<file path="config.mk">
export PLATFORM = sky130hd
export DESIGN_NAME = conv_lbx_ctrl
export DESIGN_NICKNAME = d
export VERILOG_FILES = /design/src/rtl/conv_pkg.sv /design/src/rtl/conv_lbx_dly.sv /design/src/rtl/conv_lbx_ctrl.sv
export SDC_FILE = /design/constraint.sdc
export NUM_CORES = 1
export LEC_CHECK = 0
export CAP_MARGIN = 20
export CORE_ASPECT_RATIO = 2
export CORE_MARGIN = 2
export CORE_UTILIZATION = 41
export CTS_BUF_LIST = sky130_fd_sc_hd__clkbuf_4 sky130_fd_sc_hd__clkbuf_8
export DETAILED_ROUTE_END_ITERATION = 10
export PLACE_DENSITY = 0.79
export SYNTH_ARGS = -nofsm -noshare
export SYNTH_HDL_FRONTEND = slang
export SYNTH_SLANG_ARGS = --single-unit
</file>
<file path="constraint.sdc">
create_clock -name clk -period 2.4 [get_ports clk]
set_input_delay 0.36 -clock clk [delete_from_list [all_inputs] [get_ports clk]]
set_output_delay 0.36 -clock clk [all_outputs]
set_load 0.01 [all_outputs]
</file>
<file path="src/rtl/conv_pkg.sv">
// Shared types and constants for the 5-row convolution line-buffer controller.
package conv_pkg;

    localparam int IMAGE_MAX_W = 64;
    localparam int PIXEL_W     = 8;
    localparam int LB_N        = 4;
    localparam int ADDR_W      = $clog2(IMAGE_MAX_W);
    localparam int ROW_W       = 3;

    localparam logic [ADDR_W-1:0] COL_LAST = ADDR_W'(IMAGE_MAX_W - 1);
    localparam logic [ROW_W-1:0]  ROWS_MAX = ROW_W'(LB_N);

    typedef logic [PIXEL_W-1:0] pixel_t;

    typedef enum logic [1:0] {
        ST_IDLE   = 2'd0,
        ST_FIRST  = 2'd1,
        ST_FILL   = 2'd2,
        ST_STEADY = 2'd3
    } state_t;

endpackage

</file>
<file path="src/rtl/conv_lbx_dly.sv">
// Valid-qualified delay line. Valid bits are reset so a reset drops anything
// in flight; data flops only load behind a valid and carry no reset.
module conv_lbx_dly #(
    parameter int DEPTH = 2,
    parameter int WIDTH = 8
) (
    input  logic             clk,
    input  logic             arst_n,
    input  logic             in_vld,
    input  logic [WIDTH-1:0] in_dat,
    output logic             out_vld,
    output logic [WIDTH-1:0] out_dat
);

    logic [DEPTH-1:0] vld_q;
    logic [WIDTH-1:0] dat_q [DEPTH];

    // Valid shift chain.
    always_ff @(posedge clk or negedge arst_n) begin
        if (!arst_n) begin
            vld_q <= '0;
        end else begin
            vld_q[0] <= in_vld;
            for (int i = 1; i < DEPTH; i++) begin
                vld_q[i] <= vld_q[i-1];
            end
        end
    end

    // Data shift chain, each stage enabled by the valid of the stage feeding it.
    always_ff @(posedge clk) begin
        if (in_vld) begin
            dat_q[0] <= in_dat;
        end
        for (int i = 1; i < DEPTH; i++) begin
            if (vld_q[i-1]) begin
                dat_q[i] <= dat_q[i-1];
            end
        end
    end

    assign out_vld = vld_q[DEPTH-1];
    assign out_dat = dat_q[DEPTH-1];

endmodule

</file>
<file path="src/rtl/conv_lbx_ctrl.sv">
// Line-buffer controller for a 5-row convolution window.
//
//   state     | meaning
//   ----------+-----------------------------------------------------------
//   ST_IDLE   | waiting for start of frame; pixels without sof are dropped
//   ST_FIRST  | first line of frame, measuring the line width
//   ST_FILL   | line buffers still filling (1..3 lines stored)
//   ST_STEADY | all four line buffers hold a full line; full columns out
//
// A pixel flagged with sof always restarts the frame, whatever the state, and
// is itself treated as column 0 of line 1 (so it pops nothing).
module conv_lbx_ctrl
    import conv_pkg::*;
#(
    parameter int LB_LAT = 2
) (
    input  logic              clk,
    input  logic              arst_n,
    input  logic              in_vld_i,
    input  pixel_t            in_dat_i,
    input  logic              in_sof_i,
    input  logic              in_eol_i,
    output logic [4:1]        lb_push_o,
    output logic [4:1]        lb_pop_o,
    output pixel_t            lb_dat_o,
    output logic              lb_sof_o,
    output logic              lb_eol_o,
    input  pixel_t [4:1]      lb_col_i,
    output logic              col_vld_o,
    output pixel_t [4:0]      col_dat_o,
    output logic              col_sof_o,
    output logic              col_eol_o,
    output logic              col_full_o,
    output logic              err_o
);

    localparam int DLY_W = PIXEL_W + 2 + LB_N;

    state_t              state_q, state_d, cur_state;
    logic [ADDR_W-1:0]   col_q, col_d, cur_col;
    logic [ROW_W-1:0]    rows_q, rows_d, cur_rows;
    logic [ADDR_W:0]     width_q, width_d, cur_width;
    logic                err_q, err_d;
    logic                accept, at_end, eol_eff;

    logic                dly_vld;
    logic [DLY_W-1:0]    dly_in, dly_out;
    pixel_t              d_pix;
    logic                d_sof, d_eol;
    logic [4:1]          d_pop;

    // State, counters, latched width and sticky error.
    always_ff @(posedge clk or negedge arst_n) begin
        if (!arst_n) begin
            state_q <= ST_IDLE;
            col_q   <= '0;
            rows_q  <= '0;
            width_q <= '0;
            err_q   <= 1'b0;
        end else begin
            state_q <= state_d;
            col_q   <= col_d;
            rows_q  <= rows_d;
            width_q <= width_d;
            err_q   <= err_d;
        end
    end

    // Next-state: sof overrides the frame context before the line rules run.
    always_comb begin
        state_d   = state_q;
        col_d     = col_q;
        rows_d    = rows_q;
        width_d   = width_q;
        err_d     = err_q;
        cur_state = state_q;
        cur_col   = col_q;
        cur_rows  = rows_q;
        cur_width = width_q;
        at_end    = 1'b0;
        eol_eff   = 1'b0;
        accept    = in_vld_i && (in_sof_i || (state_q != ST_IDLE));

        if (in_vld_i && in_sof_i) begin
            cur_state = ST_FIRST;
            cur_col   = '0;
            cur_rows  = '0;
            cur_width = '0;
        end

        if (accept) begin
            state_d = cur_state;
            rows_d  = cur_rows;
            width_d = cur_width;
            case (cur_state)
                ST_FIRST: begin
                    // A line that runs to the buffer depth is cut there.
                    at_end  = (cur_col == COL_LAST);
                    eol_eff = in_eol_i || at_end;
                    if (at_end && !in_eol_i) begin
                        err_d = 1'b1;
                    end
                    if (eol_eff) begin
                        width_d = {1'b0, cur_col} + 1'b1;
                        rows_d  = ROW_W'(1);
                        state_d = ST_FILL;
                    end
                end
                ST_FILL, ST_STEADY: begin
                    // Early or missing eol both flag an error; the line still
                    // ends so the buffers stay column-aligned.
                    at_end  = ({1'b0, cur_col} == (cur_width - 1'b1));
                    eol_eff = in_eol_i || at_end;
                    if (in_eol_i != at_end) begin
                        err_d = 1'b1;
                    end
                    if (eol_eff) begin
                        if (cur_rows >= (ROWS_MAX - 1'b1)) begin
                            rows_d  = ROWS_MAX;
                            state_d = ST_STEADY;
                        end else begin
                            rows_d  = cur_rows + 1'b1;
                        end
                    end
                end
                default: ;
            endcase
            col_d = eol_eff ? '0 : (cur_col + 1'b1);
        end
    end

    // Line-buffer write/read strobes; buffer i is read once it holds a line.
    always_comb begin
        lb_push_o = {LB_N{accept}};
        lb_pop_o  = '0;
        for (int i = 1; i <= LB_N; i++) begin
            lb_pop_o[i] = accept && (cur_rows >= ROW_W'(i));
        end
    end

    assign lb_dat_o = in_dat_i;
    assign lb_sof_o = in_sof_i;
    assign lb_eol_o = in_eol_i;
    assign err_o    = err_q;

    assign dly_in = {in_dat_i, in_sof_i, in_eol_i, lb_pop_o};

    conv_lbx_dly #(
        .DEPTH (LB_LAT),
        .WIDTH (DLY_W)
    ) u_dly (
        .clk     (clk),
        .arst_n  (arst_n),
        .in_vld  (accept),
        .in_dat  (dly_in),
        .out_vld (dly_vld),
        .out_dat (dly_out)
    );

    assign {d_pix, d_sof, d_eol, d_pop} = dly_out;

    // Assemble the aligned column; everything is zero when no entry emerges.
    always_comb begin
        col_vld_o  = dly_vld;
        col_dat_o  = '0;
        col_sof_o  = 1'b0;
        col_eol_o  = 1'b0;
        col_full_o = 1'b0;
        if (dly_vld) begin
            col_dat_o[0] = d_pix;
            for (int i = 1; i <= LB_N; i++) begin
                if (d_pop[i]) begin
                    col_dat_o[i] = lb_col_i[i];
                end
            end
            col_sof_o  = d_sof;
            col_eol_o  = d_eol;
            col_full_o = (d_pop == 4'b1111);
        end
    end

endmodule

</file>
Word level (Yosys, flattened, before mapping). Memory sizes are Yosys's and may differ from the RTL's. Index checks and enable logic that the tools add are counted.

Flip-flop bits (word level): 21. Latch bits: 0. Bits in writable memories: 28. ROM bits: 0. Input port bits: 45. Output and inout port bits: 63. Logic and storage cells: 71. Memories kept: 1.

Add/subtract/negate cells: 4. Multipliers: 0. Div/mod/pow operators: 0. $lt $le $gt $ge: 4. Equality and inequality tests: 9. Shifts and indexed selects: 0. Muxes and demuxes: 32. Bitwise logic cells: 0. Reductions and logical operators: 15.

Memory list: u_dly.dat_q (depth 2, width 14, read ports 2, clocked after Yosys merged registers in 0, wr ports 2, RTL line conv_lbx_dly.sv:16) `logic [WIDTH-1:0] dat_q [DEPTH];`.

Operator list (number): $mux W40 (1); $mux W8 (4); $mux W7 (3); $mux W3 (4); $mux W6 (2); $mux W1 (10); $mux W2 (4); $add A6 B1 Y7 const B (1); $eq A6 B7 Y1 (1); $logic_and A1 B1 Y1 (7); $sub A7 B1 Y7 const B (1); $add A6 B1 Y6 const B (1); $eq A6 B6 Y1 const B (1); $ge A3 B2 Y1 const B (2); $pmux W3 S2 (1); $eq A2 B2 Y1 const B (2); $eq A4 B4 Y1 const B (1); $ne A2 B2 Y1 const B (2); $pmux W1 S2 (2); $pmux W2 S2 (1); $reduce_and A4 Y1 (1); $reduce_bool A2 Y1 (2); $add A3 B1 Y3 const B (1); $ge A3 B1 Y1 const B (1); 6 further kinds (8).

Logic depth before layout (Yosys ltp).
Word-level depth: 8. Depth in mapped cells: 14.

Hierarchy. A second synthesis with hierarchy kept.

Cells, all modules: 284. Area, all modules: 2929.1 um^2.

By module, submodules not included: conv_lbx_ctrl (instances 1, cells an instance 240, area an instance 1933.1 um^2); conv_lbx_dly (instances 1, cells an instance 44, area an instance 996.0 um^2).

Worst setup path after synthesis. No wires, ideal clock.

Path kind: input port to flip-flop. Start point: in in_vld_i. End point: reg col_q[1]. Setup time: 129 ps. Arrival time: 2755 ps. Data required time: 2271 ps. Setup slack: -484 ps. Cell stages on the path: 14. Cells stage by stage: buf_2 nand2_1 clkbuf_1 nand2_1 ha_1 nand4bb_1 o211ai_1 o211ai_1 a2111o_1 ha_1 nand2b_1 nor3b_1 a21oi_2 o21ai_0.

Longest elaborated chain between the ends: 8. Elaborated cells between the ends (all ways): 18.

RTL lines: start, declared (RTL line conv_lbx_ctrl.sv:19) `input logic in_vld_i,`; $logic_and A1 B1 Y1 (RTL line conv_lbx_ctrl.sv:84) `if (in_vld_i && in_sof_i) begin`; $mux W7 (RTL line conv_lbx_ctrl.sv:84); $sub A7 B1 Y7 (RTL line conv_lbx_ctrl.sv:112) `at_end = ({1'b0, cur_col} == (cur_width - 1'b1));`; $eq A6 B7 Y1 (RTL line conv_lbx_ctrl.sv:112); $logic_or A1 B1 Y1 (RTL line conv_lbx_ctrl.sv:113) `eol_eff = in_eol_i || at_end;`; $pmux W1 S2 (RTL line conv_lbx_ctrl.sv:95) `case (cur_state)`; $mux W1 (RTL line conv_lbx_ctrl.sv:91) `if (accept) begin`; $mux W6 (RTL line conv_lbx_ctrl.sv:128) `col_d = eol_eff ? '0 : (cur_col + 1'b1);`; end signal, assigned (RTL line conv_lbx_ctrl.sv:62) `col_q <= col_d;`; end, declared (RTL line conv_lbx_ctrl.sv:40) `logic [ADDR_W-1:0] col_q, col_d, cur_col;`.

Parallel ways exist; a longest one is shown, timed or not. The select of a mux whose other input is x is not followed. A chain may end at the register's enable or synchronous reset.

Final worst setup path.
Start point: reg width_q[3]. End point: reg col_q[5].

Longest elaborated chain between the ends: 7.

RTL lines: start, declared (RTL line conv_lbx_ctrl.sv:42) `logic [ADDR_W:0] width_q, width_d, cur_width;`; start signal, assigned (RTL line conv_lbx_ctrl.sv:64) `width_q <= width_d;`; $mux W7 (RTL line conv_lbx_ctrl.sv:84); $sub A7 B1 Y7 (RTL line conv_lbx_ctrl.sv:112); $eq A6 B7 Y1 (RTL line conv_lbx_ctrl.sv:112); $logic_or A1 B1 Y1 (RTL line conv_lbx_ctrl.sv:113); $pmux W1 S2 (RTL line conv_lbx_ctrl.sv:95); $mux W1 (RTL line conv_lbx_ctrl.sv:91); $mux W6 (RTL line conv_lbx_ctrl.sv:128).

Every way passes these cells. The select of a mux whose other input is x is not followed.

==> impl_metrics.ini <==
[sta]
fin_worst_skew_ns = 0.0117
final-setup-viol-count = 7
timing.slew.headroom_pct = 53.6
fin_crit_ns = 2.45
setup_slack_ns = -0.0458
period_share_pct = 102
finalMaxSlewViolations = 0
max_freq_mhz = 409
hold_viol_final = 0
rsz0062_at_grt = true
max_slew.worst_pin.slew_ns = 0.693

[synth]
synth.distinct_cells = 48
synth_area_per_cell_um2 = 10.6
synthesis.nets = 311
synth_most_common_cell = and3_1
ys.flop_type = edfxtp_1
ys_seq_area_share_pct = 50.2
ys_ff_latch = 49
synthTopCellsByCount = and3_1, edfxtp_1, nand2_1, dfrtp_1, buf_4
synth_edf_count = 28
yosys-top-cells-area = edfxtp_1, dfrtp_1, and3_1
synth.top_cell.area_share_pct = 30.9
async_flop_share_pct = 42.9
syn-cell-area_um2 = 2720
yosysWarnings = 0
syn_inst = 258
yosysTopAreaCell = edfxtp_1

[layout]
n_antenna_cell = 0
utilization_pct = 66.1
fillers = 505
stdcell_area_um2 = 4310
syn_to_final_growth_pct = 58.2
drive_gt1_share_pct = 20.8
fin_nets = 437
stdcell_count = 473

[power_and_ir_drop]
power.leakage_nw = 1.82
finalPower_mw = 2.67
ir_drop_mv = 0.512
p_per_area_nw_per_um2 = 620

[global_routing]
grt_pass1_wl_um = 11200
antenna_found_initial = 0
grt_max_degree = 45
globalRouteOverflowTotal = 0
track_usage_pct = 20.3
grt_pass1_vias = 2407

[clock_tree]
cts.sinks = 49
clk_latency_ns = 0.32
htree_levels = 2
cts.reportedPaths.clkPinSlew_ns = 0.10
clockBufferDepth = 2
ctsHoldBuffers = 0
cts_tree = done
cts_buffers = 5
root_buffer = clkbuf_8

[critical_path]
r2r_slack_ns = -0.05
startpoint_type = register
crit_chain = or3_4 > o31ai_2 > o21ai_1 > a2111o_1 > ha_4 > nand2b_4 > nor3b_4 > a21oi_4 > o41ai_2
cp-end-kind = register
critical_path.max_stage_delay_ns = 0.45
worst-path-max-fanout = 4
critical_path_class = reg -> reg
crit_required_ns = 2.59
critPathArrivalTime_ns = 2.64
slowest_stage = a2111o_1

[route]
drc = 0
ant_nets = 0
dr.pass1.iters = 5
wirelength_um = 7430
vias = 2478
viasPerCell = 5.24
drtIter0Drc = 83
post_drt_wl_per_cell_um = 15.7

[hold_path]
hp-class = in -> async

[run_status]
violations = negative setup slack
status = complete, but fails checks

[place]
place_congestion = 0.941
portBuffers = 107
hpwl_um = 5500
postPlaceCellArea_um2 = 4070
dp.cells = 461

[die]
row_count = 42
io_pins = 108
start_util_pct = 41.8
die_w_um = 61.6
chipHeight_um = 119
dieArea_um2 = 7350
core_um2 = 6520

[job]
maxCapViolations = 0
==> routing by layer <==
metal	track usage (%)	up-vias	part of all wire, %
met5	0	-	0
met3	5.86	16	9.7
met4	6.65	0	2.1
met2	35.1	134	53
met1	22.7	1154	35
li1	-	1174	-
==> per-stage QoR <==
stage          setup TNS (ns)  setup slack, ns  hold WS (ns)
2_1_floorplan          -0.344          -0.0797        0.0644
3_3_place_gp            -9.65           -0.596         0.401
3_5_place_dp           -11.22           -0.680         0.406
4_1_cts                -0.206          -0.0573         0.391
5_1_grt                 -1.23           -0.152         0.415
6_report               -0.231          -0.0458         0.389
==> worst paths after layout <==
kind	startpoint	end	cells past startpoint
setup / recovery	width_q[3]	col_q[5]	9
hold / removal	arst_n	width_q[5]	2
setup reg to reg	width_q[3]	col_q[5]	9
hold reg to reg	u_dly.dat_q[0][2]	u_dly.dat_q[0][16]	0
max in group asynchronous	arst_n	width_q[0]	2
min in group clk	u_dly.dat_q[0][2]	u_dly.dat_q[0][16]	0
==> final cells by class <==
cell class | instances | area (um2) | share of cell area (%)
repair buffers | 147 | 1370 | 31.9
multi-input cells | 173 | 1330 | 30.9
clock buffers | 5 | 68.8 | 1.60
inverters | 8 | 30.0 | 0.697
flip-flops and latches | 49 | 1370 | 31.8
clock inverters | 3 | 25.0 | 0.581
well taps | 88 | 110 | 2.55
==> layout by cell type, fill, tap and decap left out, types with 5 or more instances in the layout <==
cell,count
inv_1,7
nand2_1,20
nor2_1,8
buf_4,39
xnor2_1,9
ha_1,6
xor2_1,6
dfrtp_1,19
clkbuf_8,5
and2_1,13
clkdlybuf4s50_1,102
a21oi_1,7
edfxtp_1,28
o21ai_0,6
and3_1,32
==> timing repair <==
item,CTS,global route
hold endpoints to repair,0,0
gates cloned,0,0
gates resized for setup,15,17
setup endpoints to repair,19,15
pin swaps,9,14
setup buffers,3,1
==> state kept, by name, indices dropped and copies added (netlist names) <==
| name | flops |
|---|---|
| width_q | 7 |
| col_q | 6 |
| state_q | 2 |
| rows_q | 3 |
| err_o | 1 |
| u_dly.vld_q | 2 |
| u_dly.dat_q | 28 |
==> power by group <==
group	internal (mW)	total [mW]	switching, mW
clock network	0.211	0.503	0.293
registers	1.01	1.13	0.118
logic	0.571	1.03	0.464
==> worst max-delay path, delay by kind of cell, from the launching register on <==
family,cells,cell delay (ns)
AND/OR/NAND/NOR,3,0.71
adder cells (fa/ha/maj),1,0.18
AO/OA/AOI/OAI,5,1.03
flip-flops,1,0.39
==> kinds of logic after synthesis <==
| kind of cell | after synthesis | synth area share, % |
|---|---|---|
| multiplexers | 1 | 0.367 |
| adder cells (fa/ha/maj) | 8 | 3.67 |
| AO/OA/AOI/OAI | 48 | 13.1 |
| buffers and inverters | 36 | 7.12 |
| AND/OR/NAND/NOR | 101 | 20.7 |
| flip-flops | 49 | 50.2 |
| XOR/XNOR | 15 | 4.82 |
(Power assumes the default switching activity.)
